## src/rtl/captouch_pkg.sv

```systemverilog
// captouch_pkg: shared FSM state encoding and default parameter values for the touch TX driver.
package captouch_pkg;
  typedef enum logic [1:0] {S_IDLE, S_HIGH, S_LOW, S_GAP} captouch_tx_state_t;
  localparam int DEF_N_TX        = 4;
  localparam int DEF_HALF_PERIOD = 8;
  localparam int DEF_PULSES      = 16;
  localparam int DEF_SETTLE      = 3;
  localparam int DEF_GAP         = 4;
endpackage

```

## src/rtl/captouch_timer.sv

```systemverilog
// captouch_timer: loadable down-counter with terminal-count flag, times pulse halves and row gaps.
// Ports: clk, reset (async, active-high), load/load_val (reload), count (current value), tc (count == 0).
module captouch_timer #(
  parameter int W = 4
) (
  input  logic         clk,
  input  logic         reset,
  input  logic         load,
  input  logic [W-1:0] load_val,
  output logic [W-1:0] count,
  output logic         tc
);
  always_ff @(posedge clk or posedge reset)
    if (reset) count <= '0;
    else if (load) count <= load_val;
    else if (count != '0) count <= count - W'(1);
  assign tc = count == '0;
endmodule

```

## src/rtl/captouch_tx_driver.sv

```systemverilog
// captouch_tx_driver: scans N_TX electrodes, driving each with a pulse burst and a settled sample strobe.
// Ports: clk, reset (async, active-high), start/continuous/abort controls; tx_out/tx_oe electrode drive,
// sample strobe, row index, row_done/scan_done strobes, busy. All outputs are registered.
// Define CAPTOUCH_TX_TRISTATE_EN to float non-active electrodes (tx_oe one-hot on row while busy).
module captouch_tx_driver
  import captouch_pkg::*;
#(
  parameter int N_TX        = DEF_N_TX,
  parameter int HALF_PERIOD = DEF_HALF_PERIOD,
  parameter int PULSES      = DEF_PULSES,
  parameter int SETTLE      = DEF_SETTLE,
  parameter int GAP         = DEF_GAP,
  localparam int RW = N_TX > 1 ? $clog2(N_TX) : 1
) (
  input  logic            clk,
  input  logic            reset,
  input  logic            start,
  input  logic            continuous,
  input  logic            abort,
  output logic [N_TX-1:0] tx_out,
  output logic [N_TX-1:0] tx_oe,
  output logic            sample,
  output logic [RW-1:0]   row,
  output logic            row_done,
  output logic            scan_done,
  output logic            busy
);
  localparam int PW   = PULSES > 1 ? $clog2(PULSES) : 1;
  localparam int MAXT = HALF_PERIOD > GAP ? HALF_PERIOD : GAP;
  localparam int TW   = $clog2(MAXT);
  captouch_tx_state_t state, state_n;
  logic [PW-1:0]   pulse, pulse_n;
  logic [RW-1:0]   row_n;
  logic [N_TX-1:0] sel_n, tx_out_n;
  logic            sample_n, row_done_n, scan_done_n, busy_n, load, tc;
  logic [TW-1:0]   cnt, load_val;
  captouch_timer #(.W(TW)) u_timer (
    .clk      (clk),
    .reset    (reset),
    .load     (load),
    .load_val (load_val),
    .count    (cnt),
    .tc       (tc)
  );
  always_comb begin
    state_n = state;
    pulse_n = pulse;
    row_n   = row;
    if (abort) state_n = S_IDLE;
    else
      case (state)
        S_IDLE: if (start) begin
          state_n = S_HIGH;
          pulse_n = '0;
          row_n   = '0;
        end
        S_HIGH: if (tc) state_n = S_LOW;
        S_LOW: if (tc) begin
          state_n = pulse == PW'(PULSES - 1) ? S_GAP : S_HIGH;
          pulse_n = pulse == PW'(PULSES - 1) ? pulse : pulse + PW'(1);
        end
        S_GAP: if (tc) begin
          state_n = row != RW'(N_TX - 1) || continuous ? S_HIGH : S_IDLE;
          row_n   = row == RW'(N_TX - 1) ? '0 : row + RW'(1);
          pulse_n = '0;
        end
        default: state_n = S_IDLE;
      endcase
    // Every phase boundary is a state change, so the timer reloads exactly on transitions.
    load     = state_n != state && state_n != S_IDLE;
    load_val = state_n == S_GAP ? TW'(GAP - 1) : TW'(HALF_PERIOD - 1);
    sel_n        = '0;
    sel_n[row_n] = 1'b1;
    tx_out_n     = state_n == S_HIGH ? sel_n : '0;
    // Strobe is registered, so it is decided one count early; SETTLE==0 fires on HIGH entry.
    sample_n     = state_n == S_HIGH &&
                   (state != S_HIGH ? SETTLE == 0 : SETTLE != 0 && cnt == TW'(HALF_PERIOD - SETTLE));
    row_done_n   = state_n == S_GAP && state != S_GAP;
    scan_done_n  = row_done_n && row == RW'(N_TX - 1);
    busy_n       = state_n != S_IDLE;
  end
  always_ff @(posedge clk or posedge reset)
    if (reset) begin
      state     <= S_IDLE;
      pulse     <= '0;
      row       <= '0;
      tx_out    <= '0;
      sample    <= 1'b0;
      row_done  <= 1'b0;
      scan_done <= 1'b0;
      busy      <= 1'b0;
    end else begin
      state     <= state_n;
      pulse     <= pulse_n;
      row       <= row_n;
      tx_out    <= tx_out_n;
      sample    <= sample_n;
      row_done  <= row_done_n;
      scan_done <= scan_done_n;
      busy      <= busy_n;
    end
`ifdef CAPTOUCH_TX_TRISTATE_EN
  always_ff @(posedge clk or posedge reset)
    if (reset) tx_oe <= '0;
    else tx_oe <= busy_n ? sel_n : '0;
`else
  assign tx_oe = '1;
`endif
endmodule
```

## config.mk

```make
export PLATFORM = sky130hd
export DESIGN_NAME = captouch_tx_driver
export DESIGN_NICKNAME = d
export VERILOG_FILES = /design/src/rtl/captouch_pkg.sv /design/src/rtl/captouch_timer.sv /design/src/rtl/captouch_tx_driver.sv
export SDC_FILE = /design/constraint.sdc
export NUM_CORES = 1
export LEC_CHECK = 0
export BUFFER_PORTS_ARGS = -buffer_cell sky130_fd_sc_hd__clkbuf_2
export CORE_ASPECT_RATIO = 0.75
export CORE_MARGIN = 2
export CORE_UTILIZATION = 58
export DETAILED_ROUTE_END_ITERATION = 8
export HOLD_SLACK_MARGIN = 0.1
export PLACE_DENSITY = 0.82
export SYNTH_ARGS = -nofsm -noshare
export SYNTH_HDL_FRONTEND = slang
export SYNTH_SLANG_ARGS = --single-unit
```

## constraint.sdc

```tcl
create_clock -name clk -period 4.9 [get_ports clk]
set_clock_uncertainty 0.05 [all_clocks]
set_input_delay 0.98 -clock clk [delete_from_list [all_inputs] [get_ports clk]]
set_output_delay 0.98 -clock clk [all_outputs]
set_load 0.01 [all_outputs]
```

* Word-level counts from Yosys, hierarchy flattened *
Cells that the tools add are included.

storage, ports and cells
  flip-flop bits (word level) = 19
  input bits = 5
  output and inout bits = 14
  logic and storage cells = 69

operators by class
  $add $sub $neg = 3
  magnitude comparators = 2
  equal/unequal tests = 16
  muxes and demuxes = 25
  bitwise gates (word level) = 1
  reductions and logical operators = 13

operator list
  cell                                                 count
  2-to-1 mux 2 bit                                     10
  2-to-1 mux 4 bit                                     5
  inequality test 2 bit, second input constant         6
  one-hot mux 4 bit (3 select lines)                   1
  2-to-1 mux 3 bit                                     3
  == test 2 bit, second input constant                 4
  one-hot mux 2 bit (4 select lines)                   1
  AND reduction 6 bit                                  1
  nonzero test 3 bit                                   2
  logical AND 1 bit                                    5
  adder 4 x 1 -> 4 bit, second input constant          1
  == test 2 x 1 -> 1 bit, second input constant        2
  == test 4 bit, second input constant                 1
  one-hot mux 2 bit (2 select lines)                   1
  nonzero test 2 bit                                   2
  == test 3 bit, second input constant                 1
  zero test 3 bit                                      1
  < comparator 2 x 3 -> 1 bit, second input constant   1
  2-to-1 mux 1 bit                                     3
  subtractor 3 x 1 -> 3 bit, second input constant     1
  adder 2 x 1 -> 2 bit, second input constant          1
  demux 1 bit (select 2 bit)                           1
  >= comparator 2 x 1 -> 1 bit, second input constant  1
  zero test 2 bit                                      1
  other kinds (4)                                      4

* Logic depth before layout (Yosys ltp) *
  depth after elaboration = 10
  depth in mapped cells = 8

* Hierarchy *
A second synthesis with hierarchy kept.

unflattened totals
  cell total of the unflattened synthesis = 116
  area, all modules = 1236.2 µm²

modules (own cells, without submodules)
  module              times used  cells an instance  area an instance (µm²)
  captouch_tx_driver  1           94                 1031.0
  captouch_timer      1           22                 205.2

* Least setup slack after synthesis *
OpenSTA, ideal clock, no wires.

  kind = input -> register
  from = input continuous
  to = register u_timer.count[2]
  setup time = 0.126 ns
  arrival = 2.118 ns
  slack = 2.606 ns
  stages = 5
  buffers on the path = 0
  cells stage by stage = nor2b_1 -> o221a_2 -> nor4_1 -> mux2_2 -> a221o_1

on the way
  longest elaborated chain between the ends = 8
  elaborated cells between the ends (all ways) = 12
  classes of those cells = eq/ne (2); mux (6); reduce/logical (4)

ends and longest elaborated chain
  item                                                    line                                                source
  start: declaration                                      captouch_tx_driver.sv:18                            input logic continuous,
  logical OR 1 bit *                                      captouch_tx_driver.sv:63                            state_n = row != RW'(N_TX - 1) || continuous ? S_HIGH : S_IDLE;
  2-to-1 mux 1 bit *                                      captouch_tx_driver.sv:63
  2-to-1 mux 2 bit *                                      captouch_tx_driver.sv:62                            S_GAP: if (tc) begin
  one-hot mux 2 bit (4 select lines) *                    captouch_tx_driver.sv:51                            case (state)
  2-to-1 mux 2 bit *                                      captouch_tx_driver.sv:49                            if (abort) state_n = S_IDLE;
  == test 2 bit (tied with other cells)                   captouch_tx_driver.sv:71                            load_val = state_n == S_GAP ? TW'(GAP - 1) : TW'(HALF_PERIOD - 1);
  2-to-1 mux 3 bit or logical AND 1 bit (tied branches)   captouch_tx_driver.sv:71, captouch_tx_driver.sv:70
  2-to-1 mux 3 bit or nonzero test 2 bit (tied branches)  n/a
  end signal: assignment                                  captouch_timer.sv:15                                else if (load) count <= load_val;
  end signal: assignment                                  captouch_timer.sv:16                                else if (count != '0) count <= count - W'(1);
  end: declaration                                        captouch_timer.sv:10                                output logic [W-1:0] count,

Every way passes the cells marked *; elsewhere a longest branch is shown, timed or not.
A chain may end at the register's enable or synchronous reset.

* Worst setup path in the final report *
  from = register state[1]
  to = register u_timer.count[2]

on the way
  longest elaborated chain between the ends = 6
  elaborated cells between the ends (all ways) = 17
  classes of those cells = eq/ne (5); mux (8); reduce/logical (4)

ends and longest elaborated chain
  item                                                    line                                                source
  start: declaration                                      captouch_tx_driver.sv:31                            captouch_tx_state_t state, state_n;
  start signal: assignment                                captouch_tx_driver.sv:93                            state <= state_n;
  == test 2 bit (tied with other cells)                   captouch_tx_driver.sv:51
  one-hot mux 2 bit (4 select lines)                      captouch_tx_driver.sv:51
  2-to-1 mux 2 bit                                        captouch_tx_driver.sv:49
  == test 2 bit (tied with other cells)                   captouch_tx_driver.sv:71
  2-to-1 mux 3 bit or logical AND 1 bit (tied branches)   captouch_tx_driver.sv:71, captouch_tx_driver.sv:70
  2-to-1 mux 3 bit or nonzero test 2 bit (tied branches)  n/a

Parallel ways exist; a longest one is shown, timed or not.

==> summary.txt <==
Status
  – Status: finished clean

Routing
  – Final antenna-violating net count: 0
  – Vias: ~840
  – DRC violations left: 0
  – Routed WL per cell: 14.4 um
  – Routed wire length: around 2.1 mm
  – Initial drt markers: 8
  – Drt via density: 5.73
  – DR pass1 iterations: 4

Worst setup path
  – Critical path, cell by cell: ha_1, inv_1, o221a_2, nor4_1, mux2_2, a221o_1
  – Worst Path Required: 5050 ps
  – CP max stage cell: dfrtp_1
  – Critical Path Start Type: flop
  – Delay-heaviest family, CP: flip-flops
  – Worst path bufs/invs: 1
  – Setup CP Type: flop to flop
  – Crit end category: flop
  – CP arrival: 2500 ps
  – Worst-path maximum fanout: 9
  – Max incr delay on CP: 540 ps

Synthesis
  – Count leader, synth: dfrtp_1
  – YS warnings: 0
  – Syn Inst Count: 109
  – Largest cells by area after synthesis: dfrtp_1 (43%), ha_1 (10%), o21ai_0 (4.0%)
  – Synth top cells by count: dfrtp_1 (19), ha_1 (9), inv_1 (9), o21ai_0 (9), nor2_1 (8)
  – Post-synth EDFFs: 0
  – Area of the mapped netlist: 1120 um2
  – Synth cell types: 41
  – Ys flop type: dfrtp_1
  – Synth async-reset ratio: 1.00
  – Register area share after synthesis: 0.426
  – Top cell type's share of synthesized area: 0.426
  – Largest area contributor in the netlist: dfrtp_1
  – Avg Cell Area, Syn: ~10 um2
  – Synth Register Bits: 19

Finish
  – Layout area overhead: 8.40%
  – Fillers: around 160
  – Sequential cell area: 475 um2
  – Final instance count without filler cells: ~150
  – Area of the multi-input gates: 578 um2
  – Layout Utilization: 0.683
  – Antenna cell count: 0
  – Fraction of layout cells with a size suffix above 1: 0.224
  – Final nets: 140

Floorplan
  – Num rows: 13
  – Die extent in x: 54.7 um
  – Core Box Area: 1770 um2
  – Ports: 19
  – Die area: 2300 um2
  – Die Ht: 42.0 um
  – Starting density of the core: 0.630

CTS
  – Postcts setup bufs: 0
  – Clk_lat worst skew: ~300 ps
  – CTS resizes: 0
  – TritonCTS clock tree: done
  – Clock transition at path regs: about 100 ps
  – Clk sinks: 19
  – Root Driver: clkbuf_4
  – CTS Buf Count: 3
  – CTS Buffer Depth: 2
  – CTS Hold Bufs: 0
  – # H-tree levels: 1

Global routing
  – Largest net degree at the start of global routing: 20
  – Final global-route overflow total: 0
  – Number of global-route vias before repair: slightly below 800
  – Gr usage total: 0.214
  – Global-route wire length before repair: 3.53 mm
  – Initial antenna violation count: 0

Timing
  – Worst-Margin Slew: about 700 ps
  – RSZ-0062 raised after global routing: false
  – Fin crit period: 2360 ps
  – Final hold viol count: 0
  – Max_slew headroom: 0.533
  – Final period utilization: 0.481
  – Setup TNS: 0 ps
  – Slew Viols, Final: 0
  – Final setup violation count: 0
  – Max Clock Freq: 0.424 GHz

Placed design
  – PortBufs: 14
  – Placed cells: 143
  – Hpwl dp: 1.64 mm
  – Routability congestion estimate: roughly 0.85

Job
  – Max-cap violations: 0

Pwr
  – Leak pwr: 0.000591 uW
  – Worst VDD drop: 254 uV
  – Power Density: approximately 340 nW/um2

Min path
  – Worst hold path class: flop to flop
-- where the power goes --
| group | internal (uW) | switching [uW] | leakage, uW |
|---|---|---|---|
| logic | 64.1 | 74.1 | 0.000321 |
| registers | 175 | 16.3 | 0.000254 |
| clock network | 31.8 | 47.8 | 0.0000150 |
| total | 271 | 138 | 0.000591 |
-- registers in the layout (all words and copies together) (netlist names) --
register	count
state	2
pulse	4
scan_done	1
tx_out	4
sample	1
row_done	1
busy	1
row	2
u_timer.count	3
-- worst reg2reg max path: stages, from the launching register on --
cell and delay [ps]:
dfrtp_1 540, ha_1 340, inv_1 130, o221a_2 290, nor4_1 290, mux2_2 370, a221o_1 250
-- final cells by class --
type / instances / area share
Timing Repair Buffer: 14 / 0.0579
Inverter: 9 / 0.0279
Sequential cell: 19 / 0.393
Tap cell: 22 / 0.0227
Multi-Input combinational cell: 79 / 0.477
Clock buffer: 4 / 0.0217
-- placed cells by master (no fill, tap or decap), types with 3 or more instances in the layout --
cell / n
ha_1: 9
nand3_1: 4
o21ai_0: 9
clkbuf_2: 14
inv_1: 9
conb_1: 4
clkbuf_4: 3
nor2b_1: 5
and2_1: 3
nor2_1: 8
nand2_1: 5
dfrtp_1: 19
-- final timing paths --
| kind | slack [ps] | endpoint | cells past startpoint | start |
|---|---|---|---|---|
| setup / recovery | 2540 | u_timer.count[2] | 6 | state[1] |
| hold / removal | 440 | pulse[3] | 1 | pulse[3] |
| setup reg to reg | 2540 | u_timer.count[2] | 6 | state[1] |
| hold reg to reg | 440 | pulse[3] | 1 | pulse[3] |
| max in group asynchronous | 3660 | pulse[0] | 2 | reset |
| min in group asynchronous | 700 | scan_done | 2 | reset |
-- logic make-up after synthesis --
kind of cell    synth area share
fa+ha+maj                  0.101
other cells              0.00336
mux                       0.0291
xor+xnor                 0.00784
flops                      0.426
simple gates               0.186
compound gates             0.180
buf+inv                   0.0672
-- metrics by stage --
stage	hold WS, ps	power (uW)	cell area, um2	setup slack, ps
finish	441	409	1210	2540
global placement	420	326	1180	2480
floorplan	396	306	1130	2610
detailed placement	423	332	1180	2450
global route	486	438	1210	2380
CTS	442	413	1210	2560
-- per-layer routing --
layer | up-vias | share of wire | GRT usage
met3 | 2 | 0.054 | 0.0750
li1 | 410 | - | -
met4 | 0 | 0.0066 | 0.0300
met5 | - | 0 | 0
met2 | 24 | 0.46 | 0.321
met1 | 407 | 0.48 | 0.303
Power figures use the tool's default switching activity.
